===== src/rtl/flag_register_if.sv =====
// Port bundle for flag_register: ALU/flag-write/stack controls in, registered
// flags and save-stack status out.
interface flag_register_if #(
  parameter int WIDTH = 32,
  parameter int DEPTH = 4
);
  logic [WIDTH-1:0]             alu_result;
  logic                         alu_cout;
  logic                         alu_overflow;
  logic                         alu_valid;
  logic                         flag_write;
  logic                         cond_ex;
  logic                         wr_en;
  logic [3:0]                   wr_flags;
  logic                         push;
  logic                         pop;
  logic                         err_clr;
  logic                         negative;
  logic                         zero;
  logic                         cout;
  logic                         overflow;
  logic [$clog2(DEPTH+1)-1:0]   stack_count;
  logic                         stack_full;
  logic                         stack_empty;
  logic                         stack_err;

  modport master (
    output alu_result, alu_cout, alu_overflow, alu_valid, flag_write, cond_ex,
    output wr_en, wr_flags, push, pop, err_clr,
    input  negative, zero, cout, overflow,
    input  stack_count, stack_full, stack_empty, stack_err
  );

  modport slave (
    input  alu_result, alu_cout, alu_overflow, alu_valid, flag_write, cond_ex,
    input  wr_en, wr_flags, push, pop, err_clr,
    output negative, zero, cout, overflow,
    output stack_count, stack_full, stack_empty, stack_err
  );
endinterface


===== src/rtl/flag_register.sv =====
// Processor status flags {N,Z,C,V} with ALU capture, direct software write and
// a LIFO save stack for exception entry/return, plus a sticky misuse error.
module flag_register #(
  parameter int WIDTH = 32,
  parameter int DEPTH = 4
) (
  input  logic           clk,
  input  logic           rst,
  flag_register_if.slave bus
);
  localparam int CW = $clog2(DEPTH + 1);
  localparam int IW = (DEPTH > 1) ? $clog2(DEPTH) : 1;
  localparam logic [CW-1:0] DEPTH_C = CW'(DEPTH);
  localparam logic [CW-1:0] ONE_C   = CW'(1);
  localparam logic [CW-1:0] ZERO_C  = CW'(0);

  logic [3:0]    flags_r;
  logic [3:0]    flags_nxt_s;
  logic [3:0]    stack_r [(1 << IW)];
  logic [CW-1:0] count_r;
  logic [CW-1:0] count_nxt_s;
  logic          err_r;
  logic          err_nxt_s;
  logic          full_s;
  logic          empty_s;
  logic          push_ok_s;
  logic          pop_ok_s;
  logic          err_s;
  logic          alu_upd_s;
  logic [3:0]    alu_flags_s;
  logic [IW-1:0] push_idx_s;
  logic [IW-1:0] pop_idx_s;

  assign full_s      = (count_r == DEPTH_C);
  assign empty_s     = (count_r == ZERO_C);
  assign push_ok_s   = bus.push & ~bus.pop & ~full_s;
  assign pop_ok_s    = bus.pop & ~bus.push & ~empty_s;
  assign err_s       = (bus.push & bus.pop) | (bus.push & full_s) | (bus.pop & empty_s);
  assign alu_upd_s   = bus.alu_valid & bus.flag_write & bus.cond_ex;
  assign alu_flags_s = {bus.alu_result[WIDTH-1], (bus.alu_result == {WIDTH{1'b0}}),
                        bus.alu_cout, bus.alu_overflow};
  // Storage is indexed by occupancy; the top entry sits at count-1.
  assign push_idx_s  = IW'(count_r);
  assign pop_idx_s   = IW'(count_r - ONE_C);

  // Next-state selection for flags, stack occupancy and sticky error.
  always_comb begin
    flags_nxt_s = flags_r;
    count_nxt_s = count_r;
    err_nxt_s   = err_r;
    if (pop_ok_s) begin
      flags_nxt_s = stack_r[pop_idx_s];
    end else if (bus.wr_en) begin
      flags_nxt_s = bus.wr_flags;
    end else if (alu_upd_s) begin
      flags_nxt_s = alu_flags_s;
    end else begin
      flags_nxt_s = flags_r;
    end
    if (push_ok_s) begin
      count_nxt_s = count_r + ONE_C;
    end else if (pop_ok_s) begin
      count_nxt_s = count_r - ONE_C;
    end else begin
      count_nxt_s = count_r;
    end
    // A new error outranks a same-cycle clear.
    if (err_s) begin
      err_nxt_s = 1'b1;
    end else if (bus.err_clr) begin
      err_nxt_s = 1'b0;
    end else begin
      err_nxt_s = err_r;
    end
  end

  // Flag, occupancy and error registers.
  always_ff @(posedge clk or posedge rst) begin
    if (rst) begin
      flags_r <= 4'b0000;
      count_r <= ZERO_C;
      err_r   <= 1'b0;
    end else begin
      flags_r <= flags_nxt_s;
      count_r <= count_nxt_s;
      err_r   <= err_nxt_s;
    end
  end

  // Save-stack storage; entries above the count are don't-care so no reset.
  always_ff @(posedge clk) begin
    if (push_ok_s) begin
      stack_r[push_idx_s] <= flags_r;
    end
  end

  assign bus.negative    = flags_r[3];
  assign bus.zero        = flags_r[2];
  assign bus.cout        = flags_r[1];
  assign bus.overflow    = flags_r[0];
  assign bus.stack_count = count_r;
  assign bus.stack_full  = full_s;
  assign bus.stack_empty = empty_s;
  assign bus.stack_err   = err_r;
endmodule


===== src/flat_wrapper.sv =====
// flat-port wrapper written by rule: the top's interface ports become plain ports
module flag_register_flat 
#(
  parameter int WIDTH = 32,
  parameter int DEPTH = 4
)
  (clk, rst, bus_alu_result, bus_alu_cout, bus_alu_overflow, bus_alu_valid, bus_flag_write, bus_cond_ex, bus_wr_en, bus_wr_flags, bus_push, bus_pop, bus_err_clr, bus_negative, bus_zero, bus_cout, bus_overflow, bus_stack_count, bus_stack_full, bus_stack_empty, bus_stack_err);
  flag_register_if #(.WIDTH(WIDTH), .DEPTH(DEPTH)) bus_i ();
  input  logic clk;
  input  logic rst;
  input wire logic [$bits(bus_i.alu_result)-1:0] bus_alu_result;
  input wire logic [$bits(bus_i.alu_cout)-1:0] bus_alu_cout;
  input wire logic [$bits(bus_i.alu_overflow)-1:0] bus_alu_overflow;
  input wire logic [$bits(bus_i.alu_valid)-1:0] bus_alu_valid;
  input wire logic [$bits(bus_i.flag_write)-1:0] bus_flag_write;
  input wire logic [$bits(bus_i.cond_ex)-1:0] bus_cond_ex;
  input wire logic [$bits(bus_i.wr_en)-1:0] bus_wr_en;
  input wire logic [$bits(bus_i.wr_flags)-1:0] bus_wr_flags;
  input wire logic [$bits(bus_i.push)-1:0] bus_push;
  input wire logic [$bits(bus_i.pop)-1:0] bus_pop;
  input wire logic [$bits(bus_i.err_clr)-1:0] bus_err_clr;
  output wire logic [$bits(bus_i.negative)-1:0] bus_negative;
  output wire logic [$bits(bus_i.zero)-1:0] bus_zero;
  output wire logic [$bits(bus_i.cout)-1:0] bus_cout;
  output wire logic [$bits(bus_i.overflow)-1:0] bus_overflow;
  output wire logic [$bits(bus_i.stack_count)-1:0] bus_stack_count;
  output wire logic [$bits(bus_i.stack_full)-1:0] bus_stack_full;
  output wire logic [$bits(bus_i.stack_empty)-1:0] bus_stack_empty;
  output wire logic [$bits(bus_i.stack_err)-1:0] bus_stack_err;
  assign bus_i.alu_result = bus_alu_result;
  assign bus_i.alu_cout = bus_alu_cout;
  assign bus_i.alu_overflow = bus_alu_overflow;
  assign bus_i.alu_valid = bus_alu_valid;
  assign bus_i.flag_write = bus_flag_write;
  assign bus_i.cond_ex = bus_cond_ex;
  assign bus_i.wr_en = bus_wr_en;
  assign bus_i.wr_flags = bus_wr_flags;
  assign bus_i.push = bus_push;
  assign bus_i.pop = bus_pop;
  assign bus_i.err_clr = bus_err_clr;
  assign bus_negative = bus_i.negative;
  assign bus_zero = bus_i.zero;
  assign bus_cout = bus_i.cout;
  assign bus_overflow = bus_i.overflow;
  assign bus_stack_count = bus_i.stack_count;
  assign bus_stack_full = bus_i.stack_full;
  assign bus_stack_empty = bus_i.stack_empty;
  assign bus_stack_err = bus_i.stack_err;
  flag_register #(.WIDTH(WIDTH), .DEPTH(DEPTH)) u_core (.clk(clk), .rst(rst), .bus(bus_i));
endmodule

===== config.mk =====
export PLATFORM = sky130hd
export DESIGN_NAME = flag_register_flat
export DESIGN_NICKNAME = d
export VERILOG_FILES = /design/src/rtl/flag_register_if.sv /design/src/rtl/flag_register.sv /design/src/flat_wrapper.sv
export SDC_FILE = /design/constraint.sdc
export NUM_CORES = 1
export LEC_CHECK = 0
export CORE_ASPECT_RATIO = 1.2
export CORE_MARGIN = 4
export CORE_UTILIZATION = 60
export CTS_CLUSTER_SIZE = 30
export DETAILED_ROUTE_END_ITERATION = 16
export DONT_BUFFER_PORTS = 1
export MAX_ROUTING_LAYER = met4
export PLACE_DENSITY_LB_ADDON = 0.25
export SETUP_SLACK_MARGIN = 0.02
export SYNTH_ARGS = -nofsm -noshare
export SYNTH_HDL_FRONTEND = slang
export SYNTH_SLANG_ARGS = --single-unit

===== constraint.sdc =====
create_clock -name clk -period 2.95 [get_ports clk]
set_input_delay 0.59 -clock clk [delete_from_list [all_inputs] [get_ports clk]]
set_output_delay 0.59 -clock clk [all_outputs]
set_load 0.01 [all_outputs]

* Yosys cells after proc, flatten, opt, wreduce, memory -nomap -nowiden
Memory sizes are Yosys's and may differ from the RTL's. Index checks and enable logic that the tools add are counted.
Operators by class: add/sub/neg operators 2, equal/unequal tests 1, mux-type cells 9, bitwise logic cells 15, reductions and logical operators 5
Operators with widths (count):
- $logic_not A32 Y1 | 1
- $mux W4 | 3
- $and A1 B1 Y1 | 9
- $mux W3 | 2
- $mux W1 | 4
- $not A1 Y1 | 4
- $reduce_bool A2 Y1 | 2
- $add A3 B1 Y3 const B | 1
- $eq A3 B3 Y1 const B | 1
- $logic_not A3 Y1 | 1
- $reduce_bool A3 Y1 | 1
- $sub A3 B1 Y3 const B | 1
- $or A1 B1 Y1 | 2
Storage, ports and cells: bits in registers 8, memory bits (writable) 16, input port bits 47, output and inout bits 10, logic and storage cells 36, memories kept 1
Memories:
- u_core.stack_r | depth 4, width 4, rd ports 1, clocked after memory_dff 0, write ports 1, RTL line flag_register.sv:19 | logic [3:0] stack_r [(1 << IW)];

* Depth between registers and ports, before layout
Gate-level depths: netlist of run 1.
word-level depth 5, depth in mapped cells 8, gate-level depth less buffers 6

* Worst setup path before layout of run 1
OpenSTA, ideal clock, no wires.
path kind reg2reg, start point register u_core.count_r[0], in the netlist u_core.bus.stack_count[0], end point memory u_core.stack_r[0][0], enable pin, library setup time 0.309 ns, arrival 2.010 ns, slack 0.630 ns, cell stages (with the launch flop) 7, path through dfrtp_1 > clkbuf_1 > inv_1 > ha_1 > and2_1 > nor3b_1 > and2_1
On the way: cells in the longest elaborated chain, start to end 5
Ends and longest elaborated chain:
- start: declaration | RTL line flag_register.sv:20 | logic [CW-1:0] count_r;
- start signal: assignment | RTL line flag_register.sv:85 | count_r <= count_nxt_s;
- $eq A3 B3 Y1 | RTL line flag_register.sv:34 | assign full_s = (count_r == DEPTH_C);
- net bus_stack_full | RTL line flat_wrapper.sv:27 | output wire logic [$bits(bus_i.stack_full)-1:0] bus_stack_full;
- $not A1 Y1 | RTL line flag_register.sv:36 | assign push_ok_s = bus.push & ~bus.pop & ~full_s;
- $and A1 B1 Y1 | RTL line flag_register.sv:36
- $mux W1 | RTL line flag_register.sv:92 | if (push_ok_s) begin
- $mux W1 (implied by the code) | RTL line flag_register.sv:93 | stack_r[push_idx_s] <= flags_r;
- end: declaration | RTL line flag_register.sv:19
The timed path passes the listed nets, and every way through them passes these cells.

* Worst setup path after layout of run 1
start point register u_core.count_r[0], in the netlist u_core.bus.stack_count[0], end point register u_core.flags_r[2]
On the way: cells in the longest elaborated chain, start to end 4, elaborated cells between the ends (all ways) 7, classes of those cells add/sub: 1; mux: 1; bitwise: 2; reduce/logical: 2; memory: 1
Ends and longest elaborated chain:
- $logic_not A3 Y1 (*) | RTL line flag_register.sv:35 | assign empty_s = (count_r == ZERO_C);
- net bus_stack_empty | RTL line flat_wrapper.sv:28 | output wire logic [$bits(bus_i.stack_empty)-1:0] bus_stack_empty;
- $not A1 Y1 (*) | RTL line flag_register.sv:37 | assign pop_ok_s = bus.pop & ~bus.push & ~empty_s;
- $and A1 B1 Y1 (*) | RTL line flag_register.sv:37
- $reduce_bool A3 Y1 (no source line) or $mux W4 (tied branches)
- end signal: assignment | RTL line flag_register.sv:84 | flags_r <= flags_nxt_s;
- end: declaration | RTL line flag_register.sv:17 | logic [3:0] flags_r;
The timed path passes the listed nets; every way through them passes the cells marked *. A chain may end at the register's enable or synchronous reset.

==> impl_table.tex, run 1 <==
\begin{tabular}{lr}
\hline
Metric & Value \\
\hline
\multicolumn{2}{l}{\textbf{Outcome}} \\
\quad Status & completed \\
\multicolumn{2}{l}{\textbf{Routing}} \\
\quad Post-route ant nets & 0 \\
\quad DRC violation total after the first TritonRoute iteration & 21 \\
\quad Number of search-and-repair iterations in the first detailed-routing pass & 4 \\
\quad Vias per inst & 6.78 \\
\quad Total via count after detailed routing & 753 \\
\quad Wire length per cell after detailed routing & 23.0 um \\
\quad DRC viols & 0 \\
\quad Total detailed-routing wirelength & 2550 um \\
\multicolumn{2}{l}{\textbf{STA}} \\
\quad Transition time of the tightest slew-check pin & 690 ps \\
\quad Number of failing hold endpoints at the final stage & 0 \\
\quad Maximum clock frequency & 0.424 GHz \\
\quad Fraction of the cycle the final worst path needs & 80.0\% \\
\quad Final critical delay including setup and external delays & 2360 ps \\
\quad Unrepaired setup endpoints after global routing & false \\
\quad Final setup violation count & 0 \\
\quad Final max-slew violation count & 0 \\
\quad Headroom to the max-slew limit & 53.8\% \\
\quad Total negative setup slack & 0 ps \\
\quad Clock skew & 7.10 ps \\
\multicolumn{2}{l}{\textbf{Clock network}} \\
\quad CTS tree & built \\
\quad Num Clock Sinks & 24 \\
\quad Clock root buffer & sky130\_fd\_sc\_hd\_\_clkbuf\_4 \\
\quad H-tree depth & 1 \\
\quad Hold\_buf cts & 0 \\
\quad Clk slew on worst S/H paths & 130 ps \\
\quad Maximum count of clock buffers along a single path & 2 \\
\quad Number of gates resized after cts & 0 \\
\quad Clock latency on the worst-skew pair & 320 ps \\
\quad Post-CTS Setup Bufs & 0 \\
\quad Clock buffers created by TritonCTS & 3 \\
\multicolumn{2}{l}{\textbf{Global routing}} \\
\quad Largest net degree at the start of global routing & 15 \\
\quad Overall global routing resource usage & 20.8\% \\
\quad Antenna violations before repair & 0 \\
\quad Via count of the first global-routing pass & 835 \\
\quad Remaining Overflow, GRT & 0 \\
\quad Global-route wire length before repair & 4250 um \\
\multicolumn{2}{l}{\textbf{Critical path}} \\
\quad Startpoint kind of the worst setup timing path & flip-flop \\
\quad Worst Setup End Kind & flip-flop \\
\quad Data required time of the critical path & 3190 ps \\
\quad Critical Setup Path Class & reg -> reg \\
\quad Arrival time at the worst endpoint & 2600 ps \\
\quad Max Fanout on Critical Path & 13 \\
\multicolumn{2}{l}{\textbf{Yosys}} \\
\quad Post-synthesis average cell area & 13.2 um\^{}2 \\
\quad Syn nets & 142 \\
\quad Number of unique standard cell types used by synthesis & 26 \\
\quad Share of flip-flops with an asynchronous set or reset after synthesis & 33.3\% \\
\quad Yosys warns & 0 \\
\quad Synth Instances & 90 \\
\quad Part of the Yosys area used for sequential elements & 57.5\% \\
\quad Number of flops mapped to enable cells by yosys & 16 \\
\quad Cell area after synthesis & 1180 um\^{}2 \\
\quad Ys flop type & sky130\_fd\_sc\_hd\_\_edfxtp\_1 \\
\quad Post-synthesis register bit count & 24 \\
\multicolumn{2}{l}{\textbf{Finish}} \\
\quad ANT cells & 0 \\
\quad Final layout net count & 145 \\
\quad Highest-count cells in the layout ignoring fill and taps & sky130\_fd\_sc\_hd\_\_edfxtp\_1, sky130\_fd\_sc\_hd\_\_dfrtp\_1, sky130\_fd\_sc\_hd\_\_nor4\_1 \\
\quad Post-synthesis to final-layout area growth & 6.45\% \\
\quad Final non-filler cell total & 111 \\
\quad Leading cell type in the layout, fill and taps excluded & sky130\_fd\_sc\_hd\_\_edfxtp\_1 \\
\quad Ratio of cells with drive above 1 in the final layout & 13.0\% \\
\multicolumn{2}{l}{\textbf{Floorplan}} \\
\quad Chip width & 48.5 um \\
\quad Core area & 1850 um\^{}2 \\
\quad Standard-cell rows & 17 \\
\quad Number of ports placed on the die boundary & 57 \\
\quad Initial cell density of the core & 64.0\% \\
\quad Die height & 56.7 um \\
\quad Total Die Area & 2750 um\^{}2 \\
\multicolumn{2}{l}{\textbf{Power and ir drop}} \\
\quad Combinational share of power & 28.5\% \\
\quad Clock share of power & 21.3\% \\
\quad Lkg Pwr & 0.461 nW \\
\quad Switching Power & 0.000367 W \\
\quad Switching share of total power & 32.7\% \\
\quad Pint & 0.000754 W \\
\quad Total power density per cell area & 890 nW/um\^{}2 \\
\quad Sequential share of power & 50.3\% \\
\quad Peak supply drop & 0.531 mV \\
\multicolumn{2}{l}{\textbf{Place}} \\
\quad Post-placement cell count & 107 \\
\quad Last weighted congestion value of the routability-driven placer & 0.806 \\
\quad Count of input and output buffers & 0 \\
\multicolumn{2}{l}{\textbf{Job}} \\
\quad Max cap viols & 0 \\
\multicolumn{2}{l}{\textbf{Hold path}} \\
\quad Class of the tightest hold or removal check & in -> async \\
\hline
\end{tabular}
[flip-flops by register name (all words and copies together), names as in the netlist]
name / flops
u_core.bus.stack_count: 3
u_core.bus.stack_err: 1
u_core.flags_r: 4
u_core.stack_r: 16
[worst paths after layout]
kind,start,endpoint,slack [ps],depth (start not counted)
hold reg to reg,u_core.bus.stack_count[2]$_DFFE_PP0P_,u_core.bus.stack_count[2]$_DFFE_PP0P_,590,1
setup reg to reg,u_core.bus.stack_count[0]$_DFFE_PP0P_,u_core.flags_r[2]$_DFFE_PP0P_,590,7
min in group clk,bus_push,u_core.bus.stack_err$_DFFE_PP0P_,400,2
setup / recovery,u_core.bus.stack_count[0]$_DFFE_PP0P_,u_core.flags_r[2]$_DFFE_PP0P_,590,7
max in group asynchronous,rst,u_core.flags_r[1]$_DFFE_PP0P_,2610,1
hold / removal,rst,u_core.flags_r[0]$_DFFE_PP0P_,90,1
[stage by stage]
stage	hold WS (ps)	setup WS (ps)	total power, W	util, %	cell area [um^2]
2_1_floorplan	406	630	0.000806	-	1180
3_3_place_gp	459	684	0.000879	65.2	1210
3_5_place_dp	463	614	0.000892	65.2	1210
4_1_cts	105	577	0.00112	68.1	1260
5_1_grt	95.9	380	0.00119	68.1	1260
6_report	88.4	590	0.00112	68.1	1260
[cells by family (layout without fill, tap and decap cells)]
family | count (synthesis) | count (layout) | share of synthesized area, %
and+or+nand+nor | 28 | 28 | 13.4
DFF | 24 | 24 | 57.5
AOI/OAI and AO/OA | 14 | 14 | 7.82
muxes | 9 | 9 | 11.9
buffers and inverters | 8 | 10 | 2.54
adders and majority gates | 5 | 5 | 5.29
xor gates and xnor gates | 2 | 2 | 1.48
[layer usage]
layer,GRT usage (%),vias to the layer above,wire (um)
li1,-,347,-
met1,24.2,373,960
met2,31.5,27,1380
met3,7.16,6,159
met4,11.2,0,55
met5,-,-,0
[power groups by stage]
stage / clock (W) / sequential [W] / combinational [W]
3_3_place_gp: 0 / 0.000570 / 0.000309
5_1_grt: 0.000255 / 0.000582 / 0.000354
3_5_place_dp: 0 / 0.000575 / 0.000317
4_1_cts: 0.000237 / 0.000567 / 0.000319
6_report: 0.000239 / 0.000564 / 0.000319
2_1_floorplan: 0 / 0.000531 / 0.000275
[final cells by class]
type / count / area, um^2
clock inverters: 1 / 30.0
multi-input cells: 58 / 473
repair buffers: 2 / 15.0
clock buffers: 3 / 22.5
flip-flops and latches: 24 / 681
inverters: 4 / 15.0
well taps: 19 / 23.8
fillers: 134 / 591
[synthesized netlist by cell type, types with 4 or more instances]
library cell	count	area (um^2)
sky130_fd_sc_hd__edfxtp_1	16	480
sky130_fd_sc_hd__mux4_2	4	90.1
sky130_fd_sc_hd__dfrtp_1	8	200
sky130_fd_sc_hd__mux2i_1	4	40.0
sky130_fd_sc_hd__a21oi_1	4	20.0
sky130_fd_sc_hd__nor4_1	6	37.5
sky130_fd_sc_hd__inv_1	4	15.0
sky130_fd_sc_hd__o21ai_0	5	25.0
sky130_fd_sc_hd__nand2_1	4	15.0
sky130_fd_sc_hd__ha_1	5	62.6
sky130_fd_sc_hd__and2_1	5	31.3
sky130_fd_sc_hd__nor2_1	4	15.0
[worst max-delay path: stages, from the launching register on]
cell                      delay (ps)
sky130_fd_sc_hd__dfrtp_1         590
sky130_fd_sc_hd__inv_1           190
sky130_fd_sc_hd__ha_1            190
sky130_fd_sc_hd__nor2b_1         330
sky130_fd_sc_hd__nor3b_1          90
sky130_fd_sc_hd__buf_4           190
sky130_fd_sc_hd__or4_1           490
sky130_fd_sc_hd__o32ai_2         200
Power figures use the tool's default switching activity.
==> run 2: changes to the inputs <==
--- a/config.mk
+++ b/config.mk
@@ -7,7 +7,7 @@
 export LEC_CHECK = 0
 export CORE_ASPECT_RATIO = 1.2
 export CORE_MARGIN = 4
-export CORE_UTILIZATION = 60
+export CORE_UTILIZATION = 54
 export CTS_CLUSTER_SIZE = 30
 export DETAILED_ROUTE_END_ITERATION = 16
 export DONT_BUFFER_PORTS = 1
==> constraint.sdc (replaced) <==
create_clock -name clk -period 1.99 [get_ports clk]
set_input_delay 0.398 -clock clk [delete_from_list [all_inputs] [get_ports clk]]
set_output_delay 0.398 -clock clk [all_outputs]
set_load 0.01 [all_outputs]
==> run 2 against run 1 <==
Net effect: sequential share of layout area is 2.6 points lower; register-to-register slack worse by 410 ps; sequential cell count stayed put; global-route usage is 0.19 points lower; via count is 1.9% higher; fmax is 30% higher; cell count is 13% higher; highest routed layer unchanged; design area is 5.0% higher; first-iteration DRC count is 24% lower; critical endpoint is now u_core.stack_r[1][3]$_DFFE_PP_; largest power group unchanged.
==> impl_table.tex, run 2 (synthesized netlist as in run 1, its figures left out) <==
\begin{tabular}{lr}
\hline
Metric & Value \\
\hline
\multicolumn{2}{l}{\textbf{Floorplan}} \\
\quad Core area & 2070 um\^{}2 \\
\quad Chip width & 50.7 um \\
\quad Standard-cell rows & 18 \\
\quad Initial cell density of the core & 57.1\% \\
\quad Die height & 59.3 um \\
\quad Number of ports placed on the die boundary & 57 \\
\quad Total Die Area & 3010 um\^{}2 \\
\multicolumn{2}{l}{\textbf{STA}} \\
\quad Clock skew & 3.24 ps \\
\quad Headroom to the max-slew limit & 75.7\% \\
\quad Unrepaired setup endpoints after global routing & false \\
\quad Final critical delay including setup and external delays & 1810 ps \\
\quad Fraction of the cycle the final worst path needs & 91.1\% \\
\quad Hold Worst Slack & 212 ps \\
\quad Transition time of the tightest slew-check pin & 363 ps \\
\quad Number of failing hold endpoints at the final stage & 0 \\
\quad Slack of the critical path & 177 ps \\
\quad Final max-slew violation count & 0 \\
\quad Final setup violation count & 0 \\
\quad Total negative setup slack & 0 ps \\
\quad Maximum clock frequency & 0.551 GHz \\
\multicolumn{2}{l}{\textbf{Place}} \\
\quad DPL Wire Length & 2010 um \\
\quad Post-placement cell count & 120 \\
\quad Count of input and output buffers & 0 \\
\quad Worst setup slack before clock tree synthesis & 177 ps \\
\quad Last weighted congestion value of the routability-driven placer & 0.865 \\
\multicolumn{2}{l}{\textbf{Hold path}} \\
\quad Class of the tightest hold or removal check & in -> reg \\
\quad Hold-critical path depth & 2 \\
\multicolumn{2}{l}{\textbf{Finish}} \\
\quad ANT cells & 0 \\
\quad Number of flip-flops in the largest register & 16 \\
\quad Register ranked first by flip-flop count & u\_core.stack\_r \\
\quad Total of fill cells in the finished design & 166 \\
\quad Leading cell type in the layout, fill and taps excluded & sky130\_fd\_sc\_hd\_\_edfxtp\_1 \\
\quad Post-synthesis to final-layout area growth & 11.7\% \\
\quad Final layout net count & 148 \\
\quad Highest-count cells in the layout ignoring fill and taps & sky130\_fd\_sc\_hd\_\_edfxtp\_1, sky130\_fd\_sc\_hd\_\_dfrtp\_1, sky130\_fd\_sc\_hd\_\_nor4\_1 \\
\quad Final non-filler cell total & 125 \\
\quad Ratio of cells with drive above 1 in the final layout & 17.9\% \\
\multicolumn{2}{l}{\textbf{Outcome}} \\
\quad Status & completed \\
\multicolumn{2}{l}{\textbf{Clock network}} \\
\quad Num Clock Sinks & 24 \\
\quad Clock latency on the worst-skew pair & 310 ps \\
\quad Clock buffers created by TritonCTS & 3 \\
\quad Clk slew on worst S/H paths & 130 ps \\
\quad CTS tree & built \\
\quad H-tree depth & 1 \\
\quad Maximum count of clock buffers along a single path & 2 \\
\quad Clock root buffer & sky130\_fd\_sc\_hd\_\_clkbuf\_4 \\
\multicolumn{2}{l}{\textbf{Global routing}} \\
\quad Largest net degree at the start of global routing & 15 \\
\quad Remaining Overflow, GRT & 0 \\
\quad Overall global routing resource usage & 20.6\% \\
\quad Antenna violations before repair & 0 \\
\quad Via count of the first global-routing pass & 844 \\
\quad Global-route wire length before repair & 4260 um \\
\multicolumn{2}{l}{\textbf{Routing}} \\
\quad Vias per inst & 6.14 \\
\quad DRC violation total after the first TritonRoute iteration & 16 \\
\quad Total detailed-routing wirelength & 2560 um \\
\quad DRC viols & 0 \\
\quad Total via count after detailed routing & 767 \\
\quad Number of search-and-repair iterations in the first detailed-routing pass & 4 \\
\quad Post-route ant nets & 0 \\
\quad Wire length per cell after detailed routing & 20.5 um \\
\multicolumn{2}{l}{\textbf{Critical path}} \\
\quad Data required time of the critical path & 2010 ps \\
\quad Critical Setup Path Class & reg -> reg \\
\quad Max Fanout on Critical Path & 8 \\
\quad Worst Setup End Kind & flip-flop \\
\quad Arrival time at the worst endpoint & 1830 ps \\
\quad R2r worst-path depth & 5 \\
\quad Startpoint kind of the worst setup timing path & flip-flop \\
\multicolumn{2}{l}{\textbf{Power and ir drop}} \\
\quad Peak supply drop & 0.885 mV \\
\quad Lkg Pwr & 0.483 nW \\
\quad Total power density per cell area & 1290 nW/um\^{}2 \\
\multicolumn{2}{l}{\textbf{Job}} \\
\quad Max cap viols & 0 \\
\hline
\end{tabular}
-- run 2: cell count changes in the layout (fill, tap and decap cells not counted) --
cell	previous run	this run
sky130_fd_sc_hd__nor2b_4	0	1
sky130_fd_sc_hd__dlygate4sd3_1	0	1
sky130_fd_sc_hd__nor2b_1	3	2
sky130_fd_sc_hd__nor3b_4	0	1
sky130_fd_sc_hd__nor3b_1	2	0
sky130_fd_sc_hd__buf_4	2	4
sky130_fd_sc_hd__nor3b_2	0	1
-- run 2: per-stage QoR --
| step | instance area (um^2) | util (%) | total power (W) |
|---|---|---|---|
| final | 1320 | 63.8 | 0.00171 |
| after global routing | 1320 | 63.8 | 0.00183 |
| after CTS | 1320 | 63.6 | 0.00172 |
| after detailed placement | 1250 | 60.6 | 0.00137 |
| after global placement | 1250 | 60.6 | 0.00135 |
| after floorplan | 1200 | - | 0.00121 |
-- run 2: worst paths after layout --
kind,start,end,slack (ps)
worst max-delay path,u_core.bus.stack_count[0]$_DFFE_PP0P_,u_core.stack_r[1][3]$_DFFE_PP_,180
worst min-delay path,bus_pop,u_core.bus.stack_err$_DFFE_PP0P_,210
worst max register to register,u_core.bus.stack_count[0]$_DFFE_PP0P_,u_core.stack_r[1][3]$_DFFE_PP_,180
worst min register to register,u_core.bus.stack_count[1]$_DFFE_PP0P_,u_core.bus.stack_count[1]$_DFFE_PP0P_,650
max in group asynchronous,rst,u_core.flags_r[3]$_DFFE_PP0P_,1250
min in group asynchronous,rst,u_core.bus.stack_count[1]$_DFFE_PP0P_,480
-- run 2: repair_timing --
action | 4_1_cts | 5_1_grt
resized for setup | 0 | 1
setup endpoints to repair | 0 | 1
setup buffers | 0 | 0
hold endpoints to repair | 8 | 0
hold buffers | 1 | 0
-- run 2: layout make-up --
cell class | count | area (um^2) | share of cell area, %
flip-flops and latches | 24 | 681 | 51.5
well taps | 30 | 37.5 | 2.84
clock buffers | 3 | 22.5 | 1.70
repair buffers | 5 | 40.0 | 3.03
clock inverters | 1 | 30.0 | 2.27
inverters | 4 | 15.0 | 1.14
multi-input cells | 58 | 497 | 37.6
-- run 2: layer usage --
metal	track usage, %	part of all wire, %	wire length [um]
met2	34.0	56	1430
met1	24.8	36	921
met5	-	0	0
met4	9.23	1.8	47
met3	3.78	6.3	162
-- run 2: power by group --
part | total (W) | switching, W | internal [W]
clock | 0.000347 | 0.000143 | 0.000204
combinational | 0.000574 | 0.000294 | 0.000281
sequential | 0.000789 | 0.000115 | 0.000674
-- run 2: critical path: stages, from the launching register on --
cell	delay [ps]
sky130_fd_sc_hd__dfrtp_1	360
sky130_fd_sc_hd__inv_1	80
sky130_fd_sc_hd__ha_1	230
sky130_fd_sc_hd__and2_1	240
sky130_fd_sc_hd__nor3b_4	320
sky130_fd_sc_hd__and2_1	290
